`src/rtl/uart_disk_responder.sv`:
```
// Host-side responder for the serial disk protocol: parses write/read/debug packets
// from the UART receiver, services them against a byte-wide sector store.
module uart_disk_responder #(
    parameter int unsigned SECT_BITS   = 7,
    parameter int unsigned TIMEOUT_CYC = 1000000
) (
    input  logic                 clk,
    input  logic                 rst,
    input  logic                 rx_valid,
    input  logic [7:0]           rx_data,
    input  logic                 tx_busy,
    output logic                 tx_start,
    output logic [7:0]           tx_data,
    output logic [SECT_BITS+8:0] mem_addr,
    output logic                 mem_we,
    output logic [7:0]           mem_wdata,
    input  logic [7:0]           mem_rdata,
    output logic                 busy,
    output logic [15:0]          cur_sect,
    output logic [31:0]          dbg_pc,
    output logic [31:0]          dbg_ir,
    output logic                 dbg_valid,
    output logic                 wr_done,
    output logic                 rd_done,
    output logic                 err_cmd,
    output logic                 timeout
);

    localparam int unsigned TW       = (TIMEOUT_CYC > 1) ? $clog2(TIMEOUT_CYC) : 1;
    localparam logic [TW-1:0] TMO_LAST = TW'(TIMEOUT_CYC - 1);
    localparam bit          TMO_EN   = (TIMEOUT_CYC != 0);

    typedef enum logic [2:0] {
        S_IDLE, S_SECT_LO, S_SECT_HI, S_WDATA, S_RD_ADDR, S_RD_SEND, S_DBG
    } state_t;

    state_t        state, state_nxt;
    logic          is_read;
    logic [7:0]    sect_lo;
    logic [8:0]    offset;
    logic [TW-1:0] tmo_cnt;
    logic [63:0]   dbg_sr;
    logic [63:0]   dbg_shift;
    logic [2:0]    dbg_cnt;
    logic          tx_start_p1;
    logic          rd_last_p1;
    logic          tmo_run, tmo_exp, launch, ev_err, ev_wr, ev_dbg;

    assign busy      = (state != S_IDLE);
    assign mem_addr  = {cur_sect[SECT_BITS-1:0], offset};
    assign mem_we    = (state == S_WDATA) && rx_valid;
    assign mem_wdata = mem_we ? rx_data : 8'h00;
    assign dbg_shift = {rx_data, dbg_sr[63:8]};

    always_comb begin
        state_nxt = state;
        tmo_run   = 1'b0;
        tmo_exp   = 1'b0;
        launch    = 1'b0;
        ev_err    = 1'b0;
        ev_wr     = 1'b0;
        ev_dbg    = 1'b0;
        case (state)
            S_IDLE: begin
                if (rx_valid) begin
                    if (rx_data == 8'h01 || rx_data == 8'h02) state_nxt = S_SECT_LO;
                    else if (rx_data == 8'h03)                state_nxt = S_DBG;
                    else                                      ev_err    = 1'b1;
                end
            end
            S_SECT_LO: begin
                tmo_run = 1'b1;
                if (rx_valid) state_nxt = S_SECT_HI;
            end
            S_SECT_HI: begin
                tmo_run = 1'b1;
                if (rx_valid) state_nxt = is_read ? S_RD_ADDR : S_WDATA;
            end
            S_WDATA: begin
                tmo_run = 1'b1;
                if (rx_valid && offset == 9'h1FF) begin
                    ev_wr     = 1'b1;
                    state_nxt = S_IDLE;
                end
            end
            S_RD_ADDR: state_nxt = S_RD_SEND;
            // tx_busy lags tx_start by a cycle, so the cycle after a launch is masked
            S_RD_SEND: begin
                if (!tx_busy && !tx_start_p1) begin
                    launch    = 1'b1;
                    state_nxt = (offset == 9'h1FF) ? S_IDLE : S_RD_ADDR;
                end
            end
            S_DBG: begin
                tmo_run = 1'b1;
                if (rx_valid && dbg_cnt == 3'd7) begin
                    ev_dbg    = 1'b1;
                    state_nxt = S_IDLE;
                end
            end
            default: state_nxt = S_IDLE;
        endcase
        // A byte arriving on the expiry cycle takes precedence over the timeout
        if (TMO_EN && tmo_run && !rx_valid && tmo_cnt == TMO_LAST) begin
            tmo_exp   = 1'b1;
            state_nxt = S_IDLE;
        end
    end

    always_ff @(posedge clk or posedge rst) begin
        if (rst) begin
            state       <= S_IDLE;
            is_read     <= 1'b0;
            offset      <= 9'd0;
            cur_sect    <= 16'd0;
            tmo_cnt     <= '0;
            dbg_cnt     <= 3'd0;
            tx_start    <= 1'b0;
            tx_start_p1 <= 1'b0;
            rd_last_p1  <= 1'b0;
            tx_data     <= 8'h00;
            dbg_pc      <= 32'd0;
            dbg_ir      <= 32'd0;
            dbg_valid   <= 1'b0;
            wr_done     <= 1'b0;
            rd_done     <= 1'b0;
            err_cmd     <= 1'b0;
            timeout     <= 1'b0;
        end else begin
            state       <= state_nxt;
            tx_start    <= launch;
            tx_start_p1 <= tx_start;
            rd_last_p1  <= launch && (offset == 9'h1FF);
            rd_done     <= rd_last_p1;
            err_cmd     <= ev_err;
            wr_done     <= ev_wr;
            dbg_valid   <= ev_dbg;
            timeout     <= tmo_exp;
            if (state == S_IDLE && rx_valid) is_read <= (rx_data == 8'h02);
            if (state == S_SECT_HI && rx_valid) begin
                cur_sect <= {rx_data, sect_lo};
                offset   <= 9'd0;
            end
            if (mem_we) offset <= offset + 9'd1;
            if (launch) begin
                tx_data <= mem_rdata;
                offset  <= offset + 9'd1;
            end
            if (state == S_IDLE)                  dbg_cnt <= 3'd0;
            else if (state == S_DBG && rx_valid)  dbg_cnt <= dbg_cnt + 3'd1;
            if (ev_dbg) begin
                dbg_pc <= dbg_shift[31:0];
                dbg_ir <= dbg_shift[63:32];
            end
            if (!tmo_run || rx_valid || state_nxt == S_IDLE) tmo_cnt <= '0;
            else                                              tmo_cnt <= tmo_cnt + TW'(1);
        end
    end

    always_ff @(posedge clk) begin
        if (state == S_SECT_LO && rx_valid) sect_lo <= rx_data;
        if (state == S_DBG && rx_valid)     dbg_sr  <= dbg_shift;
    end

endmodule

```
`config.mk`:
```
export PLATFORM = sky130hd
export DESIGN_NAME = uart_disk_responder
export DESIGN_NICKNAME = d
export VERILOG_FILES = /design/src/rtl/uart_disk_responder.sv
export SDC_FILE = /design/constraint.sdc
export NUM_CORES = 1
export LEC_CHECK = 0
export CAP_MARGIN = 20
export CORE_UTILIZATION = 52
export DETAILED_ROUTE_END_ITERATION = 16
export PLACE_DENSITY = 0.83
export SYNTH_ARGS = -nofsm -noshare
export SYNTH_HDL_FRONTEND = slang
export SYNTH_SLANG_ARGS = --single-unit
```
`constraint.sdc`:
```
create_clock -name clk -period 5.36 [get_ports clk]
set_input_delay 0.536 -clock clk [delete_from_list [all_inputs] [get_ports clk]]
set_output_delay 0.536 -clock clk [all_outputs]
set_load 0.01 [all_outputs]
```
==> results.md, run 1 <==
- Status: finished clean
- Worst-margin pin slew: 853.0 ps
- Proportion of layout cells with a drive suffix above 1: 17.35%
- Initial antenna violation count: 0
- Die W: 124.5 um
- Clk slew on worst S/H paths: 70 ps
- Post-route ant nets: 0
- Vias in the first global route: 4946
- Hold WC Path Type: reg2reg
- CP Max Fanout: 11
- Pin count of the biggest net entering global routing: 82
- Largest family of logic cells by synthesized area: multiplexers
- Pre-CTS setup slack: 2239 ps
- Fin. Hold Viols: 0
- Max_cap viols: 0
- Postcts setup bufs: 0
- Post-Syn Area: 7806 um^2
- CTS tree: built
- EDFF count, synth: 64
- Routability congestion estimate from global placement: 0.8493
- Slowest-stage cell, CP: clkdlybuf4s50_1
- Max Clock Skew: 7.255 ps
- DP Wirelength: 9962 um
- DR WL/cell: 17.75 um
- CP delay by family, top: buffers and inverters
- DR vias/cell: 5.514
- Buf/Inv on CP: 2
- Crit path top cell by count: clkdlybuf4s50_1
- PwrDens: 367.5 nW/um^2
- Setup WS post-layout: 2190 ps
- Pleak: 4.383 nW
- #FFs+latches synth: 196
- Synth top area cells: dfrtp_1 42%, edfxtp_1 25%, mux2_4 9.4%
- IO Count: 140
- Worst-skew pair later-pin latency: 420 ps
- Multiplexer area fraction after synthesis: 13.27%
- Die ar.: 15510 um^2
- Crit path largest cell delay: 690 ps
- WHS: 351.6 ps
- WS Path Type: in2out
- Worst path arrival time: 2630 ps
- Area share of fa/ha/maj cells after synthesis: 0.8014%
- Fmax: 0.3154 GHz
- Routed vias: 4764
- Number of detailed-route iterations in the first pass: 5
- First-pass GRT wire length: 25470 um
- Post-CTS Hold Buffers: 0
- Root Buffer: clkbuf_16
- Die H: 124.5 um
- Antenna cells: 0
- XOR/XNOR share of the synthesized area: 1.459%
- H-Tree Depth: 4
- GR Overflow Total: 0
- 1st-iter DRT viols: 401
- CTS sink cnt: 196
- Worst setup EP type: primary output
- Initial core utilization: 53.51%
- Area growth, synth to finish: 26.53%
- Maximum vdd drop: 324.2 uV
- Tot Pwr: 0.003630 W
- Worst path required time: 4820 ps
- Slew headroom: 42.92%
- CP startpoint kind: input pin
- Rows: 44
- Fin util: 67.70%
- Post-Synth Simple-Gate Area: 10.08%
- Final WL: 15330 um
- Final worst path period share: 59.14%
- Gr usage total: 20.95%
- I/O Buffers: 139
- Top_reg_cell synth: dfrtp_1
- Complex-gate fraction of the synthesized area: 4.344%
- Synth top area share: 42.31%
- Syn nets: 559
- Unrepaired setup endpoints after global routing: false
- DRC viols: 0
- Final TNS setup: 0 ps
- Total CTS buffers: 17
- Nets@finish: 692
- Fin. max-slew vios: 0
- Critical path, cell by cell: clkdlybuf4s50_1, nand2_1, nor2_1, and2_1, clkdlybuf4s50_1
- Resized cells post-CTS: 0
- Seq/Total Area, Yosys: 66.93%
- Clock tree buffer depth: 2
- Area leader, netlist: dfrtp_1
- Final-report setup violation count: 0
- Yosys cell types: 54
- YS warnings: 0
- Post-synth ARST share: 67.35%
- Core area: 14590 um^2
- Syn_area_per_cell: 14.62 um^2
- Synthesized instance count: 534
- Period minus WS final: 3170 ps
final cells by class:
| class | count | area (um^2) |
|---|---|---|
| Fill cell | 970 | 4712 |
| Sequential cell | 196 | 5225 |
| Multi-Input combinational cell | 296 | 2344 |
| Tap cell | 184 | 230.2 |
| Timing Repair Buffer | 143 | 1445 |
| Clock inverter | 11 | 97.59 |
| Clock buffer | 21 | 481.7 |
| Inverter | 13 | 53.80 |
per-stage QoR:
stage	instance area (um^2)	cells
finish	9877	864
global route	9877	864
CTS	9838	862
detailed placement	9259	830
global placement	9259	830
floorplan	7806	534
cells in the final DEF, fill, tap and decap left out, types with 4 or more instances in the layout:
master	synthesis	final
ha_1	5	5
nand4_1	6	6
nand3_1	16	16
and2_1	10	10
nor3_1	7	7
nand2b_1	4	4
nand2_1	57	57
xor2_1	10	10
clkbuf_16	0	18
mux2_2	24	24
clkdlybuf4s50_1	0	139
o21ai_0	12	12
a21oi_1	13	13
nor2_1	21	21
dfrtp_1	132	132
or3_1	9	9
edfxtp_1	64	64
mux2_4	49	49
inv_1	12	11
where the power goes:
group	leakage (nW)	total (W)	internal (W)	switching, W
registers	2.39	0.00178	0.00166	0.000115
logic	1.70	0.000625	0.000325	0.000300
clock network	0.290	0.00123	0.000695	0.000534
worst paths after layout:
check / startpoint / slack [ps] / to / cells after the start
worst min-delay path: rd_last_p1$_DFF_PP0_ / 350 / rd_done$_DFF_PP0_ / 0
min in group asynchronous: rst / 600 / dbg_pc[14]$_DFFE_PP0P_ / 2
worst max register to register: state[1]$_DFF_PP0_ / 3120 / offset[4]$_DFFE_PP0P_ / 4
max in group asynchronous: rst / 3580 / dbg_pc[5]$_DFFE_PP0P_ / 3
worst max-delay path: rx_valid / 2190 / mem_wdata[2] / 5
worst min register to register: rd_last_p1$_DFF_PP0_ / 350 / rd_done$_DFF_PP0_ / 0
metal layers:
layer	track usage, %	part of all wire [%]	up-vias
met5	0	0	-
met4	7.300	1.3	0
met3	6.658	7.0	16
met2	34.03	49	186
met1	26.48	43	2405
li1	-	-	2157
registers in the layout, summed over array words and instances (netlist names):
signal	count
cur_sect	16
dbg_cnt	3
dbg_ir	32
dbg_pc	32
dbg_sr	56
dbg_valid	1
err_cmd	1
is_read	1
offset	9
rd_done	1
rd_last_p1	1
sect_lo	8
state	3
timeout	1
tmo_cnt	20
tx_data	8
tx_start	1
tx_start_p1	1
wr_done	1
worst reg2reg max path, cell delays in order, from the launching register on:
cell and delay [ps]:
dfrtp_1 570, nand2_1 240, or3_1 720, mux2_2 420, a21o_1 170
Yosys cell counts, types with 6 or more instances:
cell type and count:
nor3_1 7, buf_6 6, mux2_4 49, inv_1 12, edfxtp_1 64, o21ai_0 12
buf_2 11, nand3_1 16, and2_1 10, xor2_1 10, a21oi_1 13, nor2_1 21
nand4_1 6, dfrtp_1 132, buf_4 7, nand2_1 57, mux2_2 24, or3_1 9
logic make-up (layout without fill, tap and decap cells):
family,after synthesis,count (layout)
adder cells (fa/ha/maj),5,5
flip-flops,196,196
AO/OA/AOI/OAI,50,50
multiplexers,76,76
XOR/XNOR,13,13
AND/OR/NAND/NOR,152,152
buffers and inverters,42,188
No activity file was read; power rests on OpenSTA's default activity.
==> run 2, diff against run 1 <==
clock period = 3.15 ns   (was 5.36 ns; I/O delays follow)
==> results.md, run 2 (synthesis gave the netlist of run 1 again) <==
- Resized cells post-CTS: 0 (unchanged)
- Die ar.: 15510 um^2 (unchanged)
- Post-route ant nets: 0 (unchanged)
- CP delay by family, top: simple AND/OR/NAND/NOR gates (was buffers and inverters)
- Post-CTS Hold Buffers: 0 (unchanged)
- Setup WS post-layout: 303.3 ps (was 2190 ps)
- Largest Register: dbg_sr (unchanged)
- CP startpoint kind: flip-flop (was input pin)
- Cell depth of the worst flop-to-flop path: 5 (was 4)
- Final-report setup violation count: 0 (unchanged)
- DP Wirelength: 9717 um (was 9962 um)
- Unrepaired setup endpoints after global routing: false (unchanged)
- Multi-input gate area: 2344 um^2 (unchanged)
- First-pass GRT wire length: 24720 um (was 25470 um)
- WHS: 365.3 ps (was 351.6 ps)
- Worst Hold Depth: 0 (unchanged)
- Postcts setup bufs: 0 (unchanged)
- Pleak: 4.392 nW (was 4.383 nW)
- Final TNS setup: 0 ps (unchanged)
- Die H: 124.5 um (unchanged)
- Antenna cells: 0 (unchanged)
- HP Start: rd_last_p1$_DFF_PP0_ (unchanged)
- DR vias/cell: 5.404 (was 5.514)
- Max Clock Skew: 7.210 ps (was 7.255 ps)
- CTS tree: built (unchanged)
- Rows: 44 (unchanged)
- Buf/Inv on CP: 1 (was 2)
- R2R Path End: offset[5]$_DFFE_PP0P_ (was offset[4]$_DFFE_PP0P_)
- Worst setup EP type: primary output (unchanged)
- Worst path arrival time: 2530 ps (was 2630 ps)
- # fillers: 940 (was 970)
- Clock tree buffer depth: 2 (unchanged)
- Routability congestion estimate from global placement: 0.8473 (was 0.8493)
- Max_cap viols: 0 (unchanged)
- Worst-margin pin slew: 802.0 ps (was 853.0 ps)
- CP Max Fanout: 19 (was 11)
- Slowest-stage cell, CP: dfrtp_1 (was clkdlybuf4s50_1)
- Register area: 5225 um^2 (unchanged)
- Number of detailed-route iterations in the first pass: 4 (was 5)
- Worst hold endpoint: rd_done$_DFF_PP0_ (unchanged)
- Fin. max-slew vios: 0 (unchanged)
- Commonest non-fill, non-tap cell in the layout: clkdlybuf4s50_1 (unchanged)
- Proportion of layout cells with a drive suffix above 1: 17.86% (was 17.35%)
- Crit path largest cell delay: 750 ps (was 690 ps)
- RR Startpoint: state[2]$_DFF_PP0_ (was state[1]$_DFF_PP0_)
- DRC viols: 0 (unchanged)
- Clk slew on worst S/H paths: 70 ps (about the same)
- Root Buffer: clkbuf_16 (unchanged)
- Worst-skew pair later-pin latency: 430 ps (was 420 ps)
- Area growth, synth to finish: 27.02% (was 26.53%)
- Pin count of the biggest net entering global routing: 133 (was 82)
- Status: finished clean (unchanged)
- Vias in the first global route: 4819 (was 4946)
- I/O Buffers: 139 (unchanged)
- Final worst path period share: 90.37%
- Nets@finish: 695 (was 692)
- GR Overflow Total: 0 (unchanged)
- Initial core utilization: 53.51% (unchanged)
- Slew headroom: 46.34% (was 42.92%)
- DR WL/cell: 17.32 um (was 17.75 um)
- Most frequent cells in the layout: 139 x clkdlybuf4s50_1, 132 x dfrtp_1, 64 x edfxtp_1, 57 x nand2_1, 49 x mux2_4 (unchanged)
- Biggest regs: dbg_sr x56, dbg_ir x32, dbg_pc x32 (unchanged)
- CTS sink cnt: 196 (unchanged)
- Maximum vdd drop: 588.8 uV (was 324.2 uV)
- Worst path required time: 2830 ps (was 4820 ps)
- Fin. Hold Viols: 0 (unchanged)
- Critical path, cell by cell: nand2b_1, nor2_1, and2_1, clkdlybuf4s50_1 (was clkdlybuf4s50_1, nand2_1, nor2_1, and2_1, clkdlybuf4s50_1)
- Fin util: 67.97% (was 67.70%)
- WS Path Type: reg2out (was in2out)
- PwrDens: 630.6 nW/um^2 (was 367.5 nW/um^2)
- Hold WC Path Type: reg2reg (unchanged)
- Fmax: 0.3513 GHz
- Initial antenna violation count: 0 (unchanged)
- Period minus WS final: 2847 ps
- Total CTS buffers: 17 (unchanged)
- IO Count: 140 (unchanged)
- H-Tree Depth: 4 (unchanged)
- Core area: 14590 um^2 (unchanged)
- Routed vias: 4685 (was 4764)
- Final WL: 15020 um (was 15330 um)
- Gr usage total: 20.44% (was 20.95%)
- R2R setup slack: 940 ps (was 3120 ps)
- 1st-iter DRT viols: 247 (was 401)
- Die W: 124.5 um (unchanged)
- Max reg flops: 56 (unchanged)
- Pre-CTS setup slack: 492.5 ps (was 2239 ps)
-- run 2: through the flow --
step	total power, W	area, um^2	std cells
finish	0.006252	9916	867
global route	0.006509	9916	867
floorplan	0.003595	7810	534
CTS	0.006314	9916	867
global placement	0.004087	9320	835
detailed placement	0.004131	9320	835
-- run 2: layout make-up --
type,count,area share (%)
sequential,196,52.69
multi-input combinational,296,23.63
timing repair buffer,146,14.81
clock buffer,17,4.290
tap,184,2.322
clock inverter,15,1.716
inverter,13,0.5300
-- run 2: report_power, final --
part	leakage, nW	internal (W)	switching [W]
clock	0.290	0.00119	0.000974
sequential	2.39	0.00283	0.000196
combinational	1.71	0.000559	0.000504
total	4.39	0.00458	0.00167
-- run 2: worst max-delay path by stage --
stage	startpoint	end	cells after the start
4_1_cts	state[0]$_DFF_PP0_	mem_wdata[5]	4
3_3_place_gp	rx_valid	mem_wdata[5]	5
2_1_floorplan	state[0]$_DFF_PP0_	dbg_ir[10]$_DFFE_PP0P_	6
6_report	state[0]$_DFF_PP0_	mem_wdata[5]	4
3_5_place_dp	rx_valid	mem_wdata[7]	5
5_1_grt	state[0]$_DFF_PP0_	mem_wdata[2]	4
-- run 2: metal layers --
metal  part of all wire (%)  global-route usage (%)  vias up
met5                      0                       0        -
met4                    1.7                   8.434        0
met3                    6.4                   6.100       22
met2                     48                   32.50      163
met1                     43                   26.24     2329
li1                       -                       -     2171
-- run 2: worst reg2reg max path, cell delays in order (launching register included) --
cell and delay, ps:
dfrtp_1 600, nor4b_1 370, o21ai_2 110, buf_4 220
o311ai_0 550, o41ai_1 210
